**config.mk**
```make
export PLATFORM = sky130hd
export DESIGN_NAME = id_ex_stage
export DESIGN_NICKNAME = d
export VERILOG_FILES = /design/src/rtl/rv_pkg.sv /design/src/rtl/alu_ctrl.sv /design/src/rtl/id_ex_stage.sv
export SDC_FILE = /design/constraint.sdc
export NUM_CORES = 1
export LEC_CHECK = 0
export ABC_AREA = 1
export CAP_MARGIN = 10
export CORE_MARGIN = 5
export CORE_UTILIZATION = 45
export DETAILED_ROUTE_END_ITERATION = 7
export GPL_ROUTABILITY_DRIVEN = 0
export GPL_TIMING_DRIVEN = 0
export PLACE_DENSITY_LB_ADDON = 0.08
export SKIP_CTS_REPAIR_TIMING = 1
export SLEW_MARGIN = 20
export SYNTH_ARGS = -nofsm -noshare
export SYNTH_HDL_FRONTEND = slang
export SYNTH_SLANG_ARGS = --single-unit
```
**constraint.sdc**
```tcl
create_clock -name clk -period 3 [get_ports clk]
set_input_delay 0.3 -clock clk [delete_from_list [all_inputs] [get_ports clk]]
set_output_delay 0.3 -clock clk [all_outputs]
set_load 0.005 [all_outputs]
```
**src/rtl/rv_pkg.sv**
```systemverilog
// Shared RISC-V decode definitions for the ID/EX stage: ALU opcodes,
// base opcodes, forward-select encoding and the forwarding priority helper.
package rv_pkg;

    // 4-bit ALU opcode driven into the execute stage
    typedef enum logic [3:0] {
        ALU_AND = 4'b0000,
        ALU_OR  = 4'b0001,
        ALU_ADD = 4'b0010,
        ALU_SLT = 4'b0100,
        ALU_XOR = 4'b0101,
        ALU_SUB = 4'b0110,
        ALU_LSR = 4'b1000,
        ALU_LSL = 4'b1001,
        ALU_ASR = 4'b1010
    } alu_op_e;

    // RV32I base opcodes handled by this stage
    localparam logic [6:0] OPC_OP     = 7'b0110011;
    localparam logic [6:0] OPC_OP_IMM = 7'b0010011;
    localparam logic [6:0] OPC_LOAD   = 7'b0000011;
    localparam logic [6:0] OPC_STORE  = 7'b0100011;
    localparam logic [6:0] OPC_LUI    = 7'b0110111;
    localparam logic [6:0] OPC_AUIPC  = 7'b0010111;
    localparam logic [6:0] OPC_JALR   = 7'b1100111;
    localparam logic [6:0] OPC_BRANCH = 7'b1100011;

    // Source of a forwarded register operand
    typedef enum logic [1:0] {
        FWD_REG = 2'b00,
        FWD_EXM = 2'b01,
        FWD_WB  = 2'b10
    } fwd_sel_e;

    // Control bits carried alongside an instruction through EX
    typedef struct packed {
        logic reg_write;
        logic mem_read;
        logic mem_write;
        logic illegal;
    } ctrl_t;

    // EX/MEM wins over MEM/WB; x0 is hard-wired and never forwards
    function automatic fwd_sel_e fwd_select(
        input logic [4:0] rs,
        input logic       exm_we,
        input logic [4:0] exm_rd,
        input logic       wb_we,
        input logic [4:0] wb_rd
    );
        fwd_sel_e sel;
        sel = FWD_REG;
        if (rs != 5'd0) begin
            if (exm_we && (exm_rd == rs)) begin
                sel = FWD_EXM;
            end else if (wb_we && (wb_rd == rs)) begin
                sel = FWD_WB;
            end
        end
        return sel;
    endfunction

endpackage

```
**src/rtl/alu_ctrl.sv**
```systemverilog
// ALU control decoder: opcode/funct3/funct7[5] to 4-bit ALU opcode plus an
// unsupported-encoding flag. Purely combinational; sits on the ID side.
module alu_ctrl
    import rv_pkg::*;
(
    input  logic [6:0] opcode,
    input  logic [2:0] funct3,
    input  logic       funct7_5,
    output alu_op_e    alu_op,
    output logic       illegal
);

    // Map the instruction encoding onto an ALU operation
    always_comb begin
        // NOTE: every output gets a default first so no path leaves it unassigned (no latch).
        alu_op  = ALU_ADD;
        illegal = 1'b0;
        case (opcode)
            OPC_OP, OPC_OP_IMM: begin
                case (funct3)
                    3'b000: alu_op = ((opcode == OPC_OP) && funct7_5) ? ALU_SUB : ALU_ADD;
                    3'b001: alu_op = ALU_LSL;
                    3'b010: alu_op = ALU_SLT;
                    3'b011: begin
                        // SLTU has no ALU encoding: fall back to ADD and flag it
                        alu_op  = ALU_ADD;
                        illegal = 1'b1;
                    end
                    3'b100: alu_op = ALU_XOR;
                    3'b101: alu_op = funct7_5 ? ALU_ASR : ALU_LSR;
                    3'b110: alu_op = ALU_OR;
                    3'b111: alu_op = ALU_AND;
                    default: alu_op = ALU_ADD;
                endcase
            end
            OPC_LOAD, OPC_STORE, OPC_LUI, OPC_AUIPC, OPC_JALR: alu_op = ALU_ADD;
            OPC_BRANCH: alu_op = ALU_SUB;
            default: begin
                alu_op  = ALU_ADD;
                illegal = 1'b1;
            end
        endcase
    end

endmodule

```
**src/rtl/id_ex_stage.sv**
```systemverilog
// ID/EX pipeline register and ALU operand select.
// Registers decoded fields, drives forwarded ALU operands and detects
// load-use hazards. Optional macro ID_EX_FORWARDING_EN enables EX/MEM and
// MEM/WB forwarding; without it operands come straight from the register
// file read data and every RAW against EX or EX/MEM stalls instead.
module id_ex_stage
    import rv_pkg::*;
#(
    parameter int              XLEN     = 32,
    parameter logic [XLEN-1:0] RESET_PC = '0
) (
    input  logic            clk,
    input  logic            rst_n,
    input  logic            stall,
    input  logic            flush,
    input  logic            id_valid,
    input  logic [XLEN-1:0] id_pc,
    input  logic [XLEN-1:0] id_rs1_data,
    input  logic [XLEN-1:0] id_rs2_data,
    input  logic [XLEN-1:0] id_imm,
    input  logic [4:0]      id_rs1,
    input  logic [4:0]      id_rs2,
    input  logic [4:0]      id_rd,
    input  logic [6:0]      id_opcode,
    input  logic [2:0]      id_funct3,
    input  logic            id_funct7_5,
    input  logic            exm_reg_write,
    input  logic [4:0]      exm_rd,
    input  logic [XLEN-1:0] exm_result,
    input  logic            wb_reg_write,
    input  logic [4:0]      wb_rd,
    input  logic [XLEN-1:0] wb_data,
    output logic            ex_valid,
    output logic [XLEN-1:0] ex_op1,
    output logic [XLEN-1:0] ex_op2,
    output logic [3:0]      ex_alu_op,
    output logic [XLEN-1:0] ex_store_data,
    output logic [4:0]      ex_rd,
    output logic            ex_reg_write,
    output logic            ex_mem_read,
    output logic            ex_mem_write,
    output logic            ex_illegal,
    output logic            hazard_stall
);

    // ID-side decode results
    alu_op_e id_alu_op;
    logic    id_illegal;
    ctrl_t   id_ctrl;

    // EX-side registered state
    logic            ex_valid_q;
    logic [XLEN-1:0] pc_q;
    logic [XLEN-1:0] rs1_data_q;
    logic [XLEN-1:0] rs2_data_q;
    logic [XLEN-1:0] imm_q;
    logic [4:0]      rs1_q;
    logic [4:0]      rs2_q;
    logic [4:0]      rd_q;
    logic [6:0]      opcode_q;
    alu_op_e         alu_op_q;
    ctrl_t           ctrl_q;

    // Hazard and forwarding signals
    logic            ex_rd_match;
    logic            load_use;
    logic            raw_stall;
    fwd_sel_e        rs1_sel;
    fwd_sel_e        rs2_sel;
    logic [XLEN-1:0] rs1_fwd;
    logic [XLEN-1:0] rs2_fwd;

    alu_ctrl u_alu_ctrl (
        .opcode   (id_opcode),
        .funct3   (id_funct3),
        .funct7_5 (id_funct7_5),
        .alu_op   (id_alu_op),
        .illegal  (id_illegal)
    );

    // Derive memory/write-back controls from the ID opcode, gated by id_valid
    always_comb begin
        id_ctrl = '0;
        case (id_opcode)
            OPC_OP, OPC_OP_IMM, OPC_LUI, OPC_AUIPC, OPC_JALR: id_ctrl.reg_write = 1'b1;
            OPC_LOAD: begin
                id_ctrl.reg_write = 1'b1;
                id_ctrl.mem_read  = 1'b1;
            end
            OPC_STORE: id_ctrl.mem_write = 1'b1;
            default: ;
        endcase
        id_ctrl.illegal = id_illegal;
        if (!id_valid) begin
            id_ctrl = '0;
        end
    end

    // Load-use detection, plus plain RAW stalls when forwarding is absent
    always_comb begin
        ex_rd_match = (rd_q == id_rs1) || (rd_q == id_rs2);
        load_use    = ex_valid_q && ctrl_q.mem_read && (rd_q != 5'd0) &&
                      id_valid && ex_rd_match;
`ifdef ID_EX_FORWARDING_EN
        raw_stall   = 1'b0;
`else
        raw_stall   = id_valid &&
                      ((ex_valid_q && ctrl_q.reg_write && (rd_q != 5'd0) && ex_rd_match) ||
                       (exm_reg_write && (exm_rd != 5'd0) &&
                        ((exm_rd == id_rs1) || (exm_rd == id_rs2))));
`endif
        hazard_stall = !flush && (load_use || raw_stall);
    end

    // Pipeline register: flush > stall > hazard bubble > normal load
    always_ff @(posedge clk or negedge rst_n) begin
        if (!rst_n) begin
            // NOTE: data registers are reset too so EX outputs are defined straight out of reset.
            ex_valid_q <= 1'b0;
            ctrl_q     <= '0;
            alu_op_q   <= ALU_ADD;
            rd_q       <= 5'd0;
            pc_q       <= RESET_PC;
            rs1_data_q <= '0;
            rs2_data_q <= '0;
            imm_q      <= '0;
            rs1_q      <= 5'd0;
            rs2_q      <= 5'd0;
            opcode_q   <= 7'd0;
        end else if (flush) begin
            // NOTE: non-blocking assignments keep every register sampling pre-edge values.
            ex_valid_q <= 1'b0;
            ctrl_q     <= '0;
        end else if (stall) begin
            ex_valid_q <= ex_valid_q;
        end else if (hazard_stall) begin
            ex_valid_q <= 1'b0;
            ctrl_q     <= '0;
        end else begin
            ex_valid_q <= id_valid;
            ctrl_q     <= id_ctrl;
            alu_op_q   <= id_alu_op;
            rd_q       <= id_rd;
            pc_q       <= id_pc;
            rs1_data_q <= id_rs1_data;
            rs2_data_q <= id_rs2_data;
            imm_q      <= id_imm;
            rs1_q      <= id_rs1;
            rs2_q      <= id_rs2;
            opcode_q   <= id_opcode;
        end
    end

    // Choose the forwarding source for each registered source operand
`ifdef ID_EX_FORWARDING_EN
    assign rs1_sel = fwd_select(rs1_q, exm_reg_write, exm_rd, wb_reg_write, wb_rd);
    assign rs2_sel = fwd_select(rs2_q, exm_reg_write, exm_rd, wb_reg_write, wb_rd);
`else
    assign rs1_sel = FWD_REG;
    assign rs2_sel = FWD_REG;
`endif

    // Forwarding muxes and ALU operand selection
    always_comb begin
        case (rs1_sel)
            FWD_EXM: rs1_fwd = exm_result;
            FWD_WB:  rs1_fwd = wb_data;
            default: rs1_fwd = rs1_data_q;
        endcase
        case (rs2_sel)
            FWD_EXM: rs2_fwd = exm_result;
            FWD_WB:  rs2_fwd = wb_data;
            default: rs2_fwd = rs2_data_q;
        endcase

        ex_op1 = rs1_fwd;
        if (opcode_q == OPC_LUI) begin
            ex_op1 = '0;
        end else if (opcode_q == OPC_AUIPC) begin
            ex_op1 = pc_q;
        end

        case (opcode_q)
            OPC_OP_IMM, OPC_LOAD, OPC_STORE, OPC_LUI, OPC_AUIPC, OPC_JALR: ex_op2 = imm_q;
            default: ex_op2 = rs2_fwd;
        endcase
    end

    assign ex_store_data = rs2_fwd;
    assign ex_valid      = ex_valid_q;
    assign ex_alu_op     = alu_op_q;
    assign ex_rd         = rd_q;
    assign ex_reg_write  = ex_valid_q & ctrl_q.reg_write;
    assign ex_mem_read   = ex_valid_q & ctrl_q.mem_read;
    assign ex_mem_write  = ex_valid_q & ctrl_q.mem_write;
    assign ex_illegal    = ex_valid_q & ctrl_q.illegal;

endmodule

```
==> run metrics <==
root buffer cell clkbuf_16; overall power 6.32 mW; WP buf/inv 2; Max H-tree Level 4; Initial Util 45.9%; Syn Inst Count 1013; fillers 1449; syn avg cell area 7.52 µm²; maximum VDD drop 0.417 mV; status finished clean; GRT Util Overall 25.4%; DRT Pass-1 Iters 5; RR Startpoint ex_rd[3]; Critical Path RT 2700 ps; layout cell share with drive strength beyond 1 9.74%; CTS tree built; Die Width 140 µm; via total after detailed routing 7768; clock buffer depth 2; max-cap viol count 0; leakage 5.77 nW; synthesized area 0.00761 mm²; final wirelength 25500 µm; net count after synthesis 1248; R2R Setup Slk 1010 ps; total clock sinks 149; Worst Tran Pin Value 698 ps; cts bufs inserted 17; Core ar. 0.0166 mm²; Max Fclk 340 MHz; pwr/cell area 553 mW/mm²; IO Count 346; WL/cell 16.5 µm; full die area 0.0196 mm²; Placement Setup Slack 174 ps; Most common cell on crit path nand2_1; Hold Vio Cnt, Final 0; first-pass GRT wire length 39800 µm; critical path data arrival time 2640 ps; Setup TNS 0 ps; Final setup viols 0; clock latency on the worst-skew pair 420 ps; Reg2Reg Depth 12; CP top delay family simple AND/OR/NAND/NOR gates; CP Launch Type flop; die span in y 140 µm; final period utilization 98.0%; Layout area overhead 50.1%; register area share after synthesis 49.0%; Worst Path Max Fanout 10; Worst Setup Slack, final 60.4 ps; Antenna Violating Nets Remaining 0; Layout Nets 1546; maximum number of pins on one net before global-route repair 98; Vias/cell 5.03; Fin Clk Skew 5.95 ps; Worst setup EP type output pin; final slew viol count 0; # port buffers 275; Netlist cell types 27; drc violations 0; initial antenna violation count 1; Critical-path top delay cell clkdlybuf4s50_1; min Tclk post-route 2940 ps; dpl hpwl 18900 µm; vias in the first global route 7508; Area after DPL 0.0107 mm²; Max-slew headroom 53.5%; Detailed Route Iter0 Violations 477; CP max stage delay 470 ps; WHS 381 ps; design area 0.0114 mm²; FF-to-FF End imm_q[19]; type of the most critical hold path input port to asynchronous set/reset pin; Ys Warns 0; RSZ-0062 raised after global routing true; critical path depth 8; GRT overflow 0; #FFs+latches synth 149; clk slew on worst S/H paths 60 ps; WS Path Type flop to output pin; CP Cell Sequence nand2_1, or3b_4, o21ai_4, nand3_4, clkbuf_1, nand3_1, nand2_1, clkdlybuf4s50_1; Rows 47
sequential cells by signal, indices dropped and copies added, names as in the netlist:
name	count
ctrl_q	4
ex_alu_op	4
ex_rd	5
ex_valid	1
imm_q	32
opcode_q	7
pc_q	32
rs1_data_q	32
rs2_data_q	32
layout make-up:
| cell class | instances | area, µm² | share of cell area, % |
|---|---|---|---|
| clock inverters | 11 | 174 | 1.52 |
| repair buffers | 280 | 2820 | 24.7 |
| diodes | 1 | 2.50 | 0.0219 |
| flip-flops and latches | 149 | 3730 | 32.7 |
| inverters | 37 | 143 | 1.25 |
| plain buffers | 65 | 395 | 3.46 |
| well taps | 220 | 275 | 2.41 |
| multi-input cells | 761 | 3420 | 29.9 |
| clock buffers | 21 | 470 | 4.12 |
cells in the mapped netlist:
| cell | n | area, µm² |
|---|---|---|
| inv_2 | 4 | 15.0 |
| clkinv_1 | 1 | 3.75 |
| nor3_1 | 7 | 35.0 |
| xor2_1 | 1 | 8.76 |
| xnor2_1 | 4 | 35.0 |
| buf_1 | 1 | 3.75 |
| o21ai_0 | 2 | 10.0 |
| nand2_2 | 3 | 18.8 |
| nand2_1 | 490 | 1840 |
| clkbuf_1 | 18 | 67.6 |
| a21oi_1 | 1 | 5.00 |
| nor3b_1 | 1 | 7.51 |
| nand4_1 | 6 | 37.5 |
| nand3_1 | 189 | 946 |
| buf_4 | 9 | 67.6 |
| o31ai_1 | 2 | 15.0 |
| dfstp_2 | 1 | 26.3 |
| buf_6 | 8 | 90.1 |
| nor2_1 | 20 | 75.1 |
| inv_1 | 32 | 120 |
| a31oi_1 | 1 | 6.26 |
| buf_2 | 30 | 150 |
| nand3_2 | 30 | 300 |
| o21ai_1 | 2 | 10.0 |
| or3b_1 | 1 | 8.76 |
| dfrtp_1 | 148 | 3700 |
| a211oi_1 | 1 | 7.51 |
routing by layer:
metal | wire length (µm) | GRT usage, % | vias up
met2 | 12200 | 41.6 | 300
met5 | 0 | 0 | -
met4 | 563 | 8.11 | 0
li1 | - | - | 3827
met1 | 10700 | 33.4 | 3603
met3 | 2010 | 6.03 | 38
worst max path at each step:
| stage | start | end | slack [ps] |
|---|---|---|---|
| floorplan | opcode_q[3] | ex_op2[23] | 1260 |
| global placement | rst_n | rs1_data_q[1] | -4650 |
| detailed placement | id_rs1[4] | hazard_stall | 170 |
| CTS | opcode_q[5] | ex_op2[4] | -160 |
| global route | opcode_q[0] | ex_op2[11] | -30 |
| finish | opcode_q[1] | ex_op2[1] | 60 |
layout by cell type, fill, tap and decap left out, types with 3 or more instances in the layout:
| master | Yosys | final |
|---|---|---|
| dfrtp_1 | 148 | 147 |
| clkbuf_16 | 0 | 17 |
| inv_2 | 4 | 5 |
| clkbuf_1 | 18 | 19 |
| inv_1 | 32 | 31 |
| clkinvlp_4 | 0 | 4 |
| nor3_1 | 7 | 6 |
| clkdlybuf4s50_1 | 0 | 274 |
| buf_2 | 30 | 22 |
| nand3_1 | 189 | 188 |
| nor2_1 | 20 | 18 |
| nand3_2 | 30 | 30 |
| buf_6 | 8 | 9 |
| xnor2_1 | 4 | 4 |
| clkbuf_8 | 0 | 3 |
| buf_4 | 9 | 13 |
| bufinv_16 | 0 | 4 |
| nand4_1 | 6 | 6 |
| clkbuf_4 | 0 | 5 |
| nand2_1 | 490 | 490 |
| clkinv_4 | 0 | 3 |
where the power goes:
part	switching [mW]	internal, mW
registers	0.179	2.27
clock network	0.860	1.46
logic	0.695	0.849
cells by family (layout without fill, tap and decap cells):
family,Yosys count,count (layout),synth area share [%]
compound gates,9,9,0.707
xor+xnor,5,5,0.575
buf+inv,103,414,6.80
simple gates,747,747,42.9
other cells,0,1,0
flops,149,149,49.0
per-stage QoR:
step | utilization (%) | instances
floorplan | - | 1013
CTS | 68.3 | 1541
global route | 68.9 | 1545
global placement | 64.2 | 1508
detailed placement | 64.4 | 1509
finish | 68.9 | 1545
No activity file was read; power rests on OpenSTA's default activity.
